--- src/rtl/cpu_port_responder.sv ---
// cpu_port_responder: port-bus I/O responder with LED latch, synchronised
// switch input, interval timer and control/status register.
// Optional feature macro: PORT_TIMER_EN (timer, CTRL/STATUS, irq_o).
module cpu_port_responder #(
  parameter logic [7:0]  BASE_ADDR   = 8'h00,
  parameter int unsigned WAIT_STATES = 1
) (
  input  logic       clk_i,
  input  logic       rst_i,
  input  logic       port_cyc_i,
  input  logic       port_stb_i,
  input  logic       port_we_i,
  input  logic [7:0] port_adr_i,
  input  logic [7:0] port_dat_i,
  output logic [7:0] port_dat_o,
  output logic       port_ack_o,
  input  logic [7:0] sw_i,
  output logic [7:0] led_o,
  output logic       irq_o
);

  typedef enum logic [1:0] {S_IDLE, S_WAIT, S_ACK, S_HOLD} state_t;

  localparam logic [2:0] WLOAD = (WAIT_STATES == 0) ? 3'd0 : 3'(WAIT_STATES - 1);

  state_t     state_q, state_d;
  logic [2:0] wcnt_q, wcnt_d;
  logic       ack_q;
  logic [7:0] dat_q, dat_d;
  logic [7:0] led_q, led_d;
  logic [7:0] sw_meta_q, sw_sync_q;
  logic [7:0] rd_mux;
  logic       hit, commit, wr_c, rd_c;
  logic [1:0] sel;

  assign hit  = port_cyc_i & port_stb_i & (port_adr_i[7:2] == BASE_ADDR[7:2]);
  assign sel  = port_adr_i[1:0];
  // ACK is only entered from IDLE or WAIT, so state_d == ACK marks the commit edge.
  assign commit = (state_d == S_ACK);
  assign wr_c   = commit & port_we_i;
  assign rd_c   = commit & ~port_we_i;

  // Bus handshake: wait-state countdown, single-cycle ack, hold until strobe drops.
  always_comb begin
    state_d = state_q;
    wcnt_d  = wcnt_q;
    case (state_q)
      S_IDLE: begin
        if (hit) begin
          if (WAIT_STATES == 0) begin
            state_d = S_ACK;
          end else begin
            wcnt_d  = WLOAD;
            state_d = S_WAIT;
          end
        end
      end
      S_WAIT: begin
        if (!port_cyc_i || !port_stb_i) begin
          state_d = S_IDLE;
        end else if (wcnt_q == 3'd0) begin
          state_d = S_ACK;
        end else begin
          wcnt_d = wcnt_q - 3'd1;
        end
      end
      S_ACK:  state_d = S_HOLD;
      S_HOLD: if (!port_stb_i) state_d = S_IDLE;
      default: state_d = S_IDLE;
    endcase
  end

  // Handshake state, ack and read-data registers.
  always_ff @(posedge clk_i or posedge rst_i) begin
    if (rst_i) begin
      state_q <= S_IDLE;
      wcnt_q  <= '0;
      ack_q   <= 1'b0;
      dat_q   <= '0;
    end else begin
      state_q <= state_d;
      wcnt_q  <= wcnt_d;
      ack_q   <= commit;
      dat_q   <= dat_d;
    end
  end

  assign port_ack_o = ack_q;
  assign port_dat_o = dat_q;
  assign dat_d      = rd_c ? rd_mux : '0;
  assign led_d      = (wr_c && sel == 2'd0) ? port_dat_i : led_q;
  assign led_o      = led_q;

  // LED latch and two-flop switch synchroniser.
  always_ff @(posedge clk_i or posedge rst_i) begin
    if (rst_i) begin
      led_q     <= '0;
      sw_meta_q <= '0;
      sw_sync_q <= '0;
    end else begin
      led_q     <= led_d;
      sw_meta_q <= sw_i;
      sw_sync_q <= sw_meta_q;
    end
  end

`ifdef PORT_TIMER_EN
  logic [7:0] reload_q, reload_d, count_q, count_d;
  logic       ten_q, ten_d, ien_q, ien_d, flag_q, flag_d;

  // Timer and CTRL update; the effective enable for this edge is the value
  // being written, so a disabling CTRL write freezes count immediately.
  always_comb begin
    reload_d = reload_q;
    count_d  = count_q;
    ten_d    = ten_q;
    ien_d    = ien_q;
    flag_d   = flag_q;
    if (wr_c && sel == 2'd3) begin
      ten_d = port_dat_i[0];
      ien_d = port_dat_i[1];
      if (port_dat_i[7]) flag_d = 1'b0;
    end
    if (wr_c && sel == 2'd2) begin
      reload_d = port_dat_i;
      count_d  = port_dat_i;
    end else if (ten_d) begin
      if (count_q == 8'd0) begin
        count_d = reload_q;
        flag_d  = 1'b1;
      end else begin
        count_d = count_q - 8'd1;
      end
    end
  end

  // Timer and control registers.
  always_ff @(posedge clk_i or posedge rst_i) begin
    if (rst_i) begin
      reload_q <= '0;
      count_q  <= '0;
      ten_q    <= 1'b0;
      ien_q    <= 1'b0;
      flag_q   <= 1'b0;
    end else begin
      reload_q <= reload_d;
      count_q  <= count_d;
      ten_q    <= ten_d;
      ien_q    <= ien_d;
      flag_q   <= flag_d;
    end
  end

  assign irq_o = flag_q & ien_q;

  // Read data selection.
  always_comb begin
    rd_mux = '0;
    case (sel)
      2'd0: rd_mux = led_q;
      2'd1: rd_mux = sw_sync_q;
      2'd2: rd_mux = count_q;
      2'd3: rd_mux = {flag_q, 5'b0, ien_q, ten_q};
      default: rd_mux = '0;
    endcase
  end
`else
  assign irq_o = 1'b0;

  // Read data selection; timer addresses read as zero.
  always_comb begin
    rd_mux = '0;
    case (sel)
      2'd0: rd_mux = led_q;
      2'd1: rd_mux = sw_sync_q;
      default: rd_mux = '0;
    endcase
  end
`endif

endmodule

--- config.mk ---
export PLATFORM = sky130hd
export DESIGN_NAME = cpu_port_responder
export DESIGN_NICKNAME = d
export VERILOG_FILES = /design/src/rtl/cpu_port_responder.sv
export SDC_FILE = /design/constraint.sdc
export NUM_CORES = 1
export LEC_CHECK = 0
export ABC_AREA = 0
export BUFFER_PORTS_ARGS = -buffer_cell sky130_fd_sc_hd__buf_2
export CAP_MARGIN = 40
export CORE_MARGIN = 3
export CORE_UTILIZATION = 35
export DETAILED_ROUTE_END_ITERATION = 12
export GPL_TIMING_DRIVEN = 0
export PLACE_DENSITY_LB_ADDON = 0.08
export SLEW_MARGIN = 40
export SYNTH_ARGS = -nofsm -noshare
export SYNTH_HDL_FRONTEND = slang
export SYNTH_SLANG_ARGS = --single-unit
--- constraint.sdc ---
create_clock -name clk_i -period 1.5 [get_ports clk_i]
set_clock_uncertainty 0.15 [all_clocks]
set_input_delay 0 -clock clk_i [delete_from_list [all_inputs] [get_ports clk_i]]
set_output_delay 0 -clock clk_i [all_outputs]
set_load 0.03 [all_outputs]
==> flow_summary_export.csv <==
group,metric,value,unit
worst_setup_path,timing.rr.start,"state_q[1]$_DFF_PP0_",
timing,finalHoldViolCount,0,
logic_synthesis,yosysSeqAreaShare,64.63,%
outcome,violations,"setup timing",
worst_setup_path,rr_endpoint,"led_o[2]$_DFFE_PP0P_",
clocking,clk_latency,0.28,ns
worst_setup_path,cpMaxStageDelayCell,"dfrtp_2",
worst_setup_path,path_cells,"nor2_4 -> nand4_4 -> inv_2 -> nand3_4 -> mux2_4",
timing,rsz0062_at_grt,"true",
clocking,path_clk_slew,0.07,ns
worst_setup_path,crit_type,"register to register",
detailed_routing,vias,1051,
placed_design,io_buffers,44,
logic_synthesis,syn_avg_cell_area,14.57,um^2
finish,seqCellArea,952.2,um^2
pwr,peakVddDrop,0.5411,mV
worst_setup_path,required,1.52,ns
timing,fin_crit_sh,109.1,%
grt,grt-ovfl-total,0,
die,dieHeight,70.84,um
worst_setup_path,max_stage_delay,0.46,ns
worst_setup_path,crit_fanout,8,
timing,finalSetupViolCount,18,
grt,grt_usage,13.24,%
die,core-area,3854,um^2
placed_design,place_hpwl,1957,um
timing,layout_min_cycle_time,1.637,ns
pwr,p_total,2.845,mW
die,initial_core_util,38.18,%
grt,grt_max_degree,27,
detailed_routing,firstDrtPassIters,2,
worst_setup_path,worstPathArrival,1.65,ns
finish,final_cell_mix,"44 x buf_2, 37 x dfrtp_1, 19 x dlygate4sd3_1",
clocking,cts_tree,"yes",
logic_synthesis,synth_fp_nets,132,
detailed_routing,drtIter0Drc,11,
finish,final_common_cell,"buf_2",
die,ioPinCount,47,
logic_synthesis,syn_area,1471,um^2
pwr,p_leak,1.124,nW
logic_synthesis,ys_types,29,
outcome,status,"finished, violations left",
timing,max_freq,611.0,MHz
die,dieArea,5018,um^2
clocking,root_buffer,"clkbuf_8",
clocking,cts_buffers,5,
min_path,hp-class,"input pin to register",
detailed_routing,drt_wl_total,3083,um
worst_setup_path,cp-end-kind,"register",
logic_synthesis,yosys_warnings,0,
run,cap_violations,0,
detailed_routing,postRouteAntennaNets,0,
finish,fillers,346,
grt,grt_pass1_vias,1030,
finish,n_antenna_cell,0,
finish,utilization,56.75,%
logic_synthesis,synth-seq-cells,38,
worst_setup_path,rr_worst_depth,5,
pwr,pwr_density_cell,1301,nW/um^2
clocking,clk_path_buf_depth,2,
finish,area_growth,48.64,%
detailed_routing,avgViaCountPerCell,4.610,
clocking,clock-sinks,38,
timing,holdWs,0.01738,ns
detailed_routing,drc,0,
finish,drive_above_1_share,51.67,%
min_path,hp-start,"port_adr_i[1]",
placed_design,gp_congestion,0.8451,
worst_setup_path,crit_path_start_kind,"register",
min_path,hold_path_depth,4,
finish,nets,212,
finish,multi_input_area,534.3,um^2
timing,fin_ws,-0.1368,ns
die,die_w,70.84,um
die,rows,22,
timing,slew_viol_final,0,
clocking,h-tree-depth,2,
worst_setup_path,rrSetupSlack,-0.14,ns
logic_synthesis,netlist_instances,101,
timing,tns,-1.436,ns
detailed_routing,routedWlPerCell,13.52,um
grt,grt_first_pass_wirelength,5050,um
min_path,min_to,"port_dat_o[6]$_DFF_PP0_",
grt,grt_antenna_before_repair,0,
[critical path, delay by kind of cell (launching register included)]
| family | cells | cell delay [ns] |
|---|---|---|
| DFF | 1 | 0.46 |
| and+or+nand+nor | 3 | 0.45 |
| muxes | 1 | 0.35 |
| buffers and inverters | 1 | 0.10 |
[power breakdown]
part / internal (mW) / total, mW / switching (mW)
combinational: 0.442 / 0.901 / 0.459
clock: 0.354 / 0.677 / 0.322
sequential: 1.15 / 1.27 / 0.113
[registers in the layout, summed over array words and instances (netlist names)]
name        cells
port_ack_o      1
state_q         2
port_dat_o      8
sw_sync_q       8
wcnt_q          3
sw_meta_q       8
led_o           8
[worst max path at each step]
stage	startpoint	end	slack, ns
3_3_place_gp	state_q[1]$_DFF_PP0_	led_o[0]$_DFFE_PP0P_	-0.15
3_5_place_dp	state_q[1]$_DFF_PP0_	led_o[2]$_DFFE_PP0P_	-0.17
4_1_cts	state_q[1]$_DFF_PP0_	led_o[2]$_DFFE_PP0P_	-0.15
6_report	state_q[1]$_DFF_PP0_	led_o[2]$_DFFE_PP0P_	-0.14
5_1_grt	state_q[1]$_DFF_PP0_	led_o[6]$_DFFE_PP0P_	-0.19
2_1_floorplan	wcnt_q[1]$_DFFE_PP0P_	led_o[0]$_DFFE_PP0P_	0.006
[through the flow]
step	cells	cell area (um^2)	worst slack, ns
floorplan	101	1493	0.005849
global placement	193	1773	-0.1529
detailed placement	194	1793	-0.1660
CTS	227	2148	-0.1524
global route	228	2187	-0.1933
finish	228	2187	-0.1368
[what timing repair did]
action / in CTS / in global routing
setup buffers: 8 / 2
setup endpoints to repair: 17 / 20
pin swaps: 11 / 4
endpoints found under the hold margin: 57 / 0
hold buffers: 19 / 0
gates resized for setup: 5 / 7
gates cloned: 0 / 0
[area by class of cell]
cell class	count	area share, %
flip-flops and latches	38	43.54
inverters	7	1.201
clock buffers	6	3.776
well taps	48	2.746
repair buffers	73	23.11
plain buffers	3	1.201
multi-input cells	53	24.43
[cell families after synthesis]
family | Yosys count | synth area share [%]
DFF | 38 | 64.63
and+or+nand+nor | 23 | 10.80
muxes | 17 | 14.29
AOI/OAI and AO/OA | 10 | 4.763
buffers and inverters | 10 | 3.571
adders and majority gates | 2 | 1.700
other | 1 | 0.2549
[synthesized netlist by cell type]
master / count / area [um^2]
nor2_2: 8 / 50.05
nand2_1: 2 / 7.510
nand3_4: 1 / 17.52
and4_1: 1 / 8.760
nor3_1: 1 / 5.000
inv_1: 6 / 22.52
o311ai_0: 1 / 8.760
ha_1: 2 / 25.02
buf_6: 1 / 11.26
dfrtp_1: 38 / 950.9
conb_1: 1 / 3.750
nand3_1: 1 / 5.000
or3_1: 1 / 6.260
or3b_1: 1 / 8.760
o21ai_0: 4 / 20.02
a211oi_1: 1 / 7.510
inv_2: 1 / 3.750
nor2_1: 3 / 11.26
mux2_4: 8 / 120.1
a22oi_1: 1 / 7.510
nor4_1: 1 / 6.260
and2_4: 1 / 8.760
nand4_2: 1 / 12.51
a41oi_1: 1 / 8.760
buf_4: 2 / 15.01
a21boi_2: 1 / 11.26
mux2i_1: 9 / 90.09
a31oi_1: 1 / 6.260
nor2_4: 1 / 11.26
[routing by layer]
layer	share of wire, %	wire (um)	vias to the layer above	global-route usage [%]
met5	0	0	-	0
met2	50	1553	30	21.73
met1	42	1290	512	16.09
met3	5.8	180	8	4.545
li1	-	-	501	-
met4	1.9	58	0	5.010
Power figures use the tool's default switching activity.
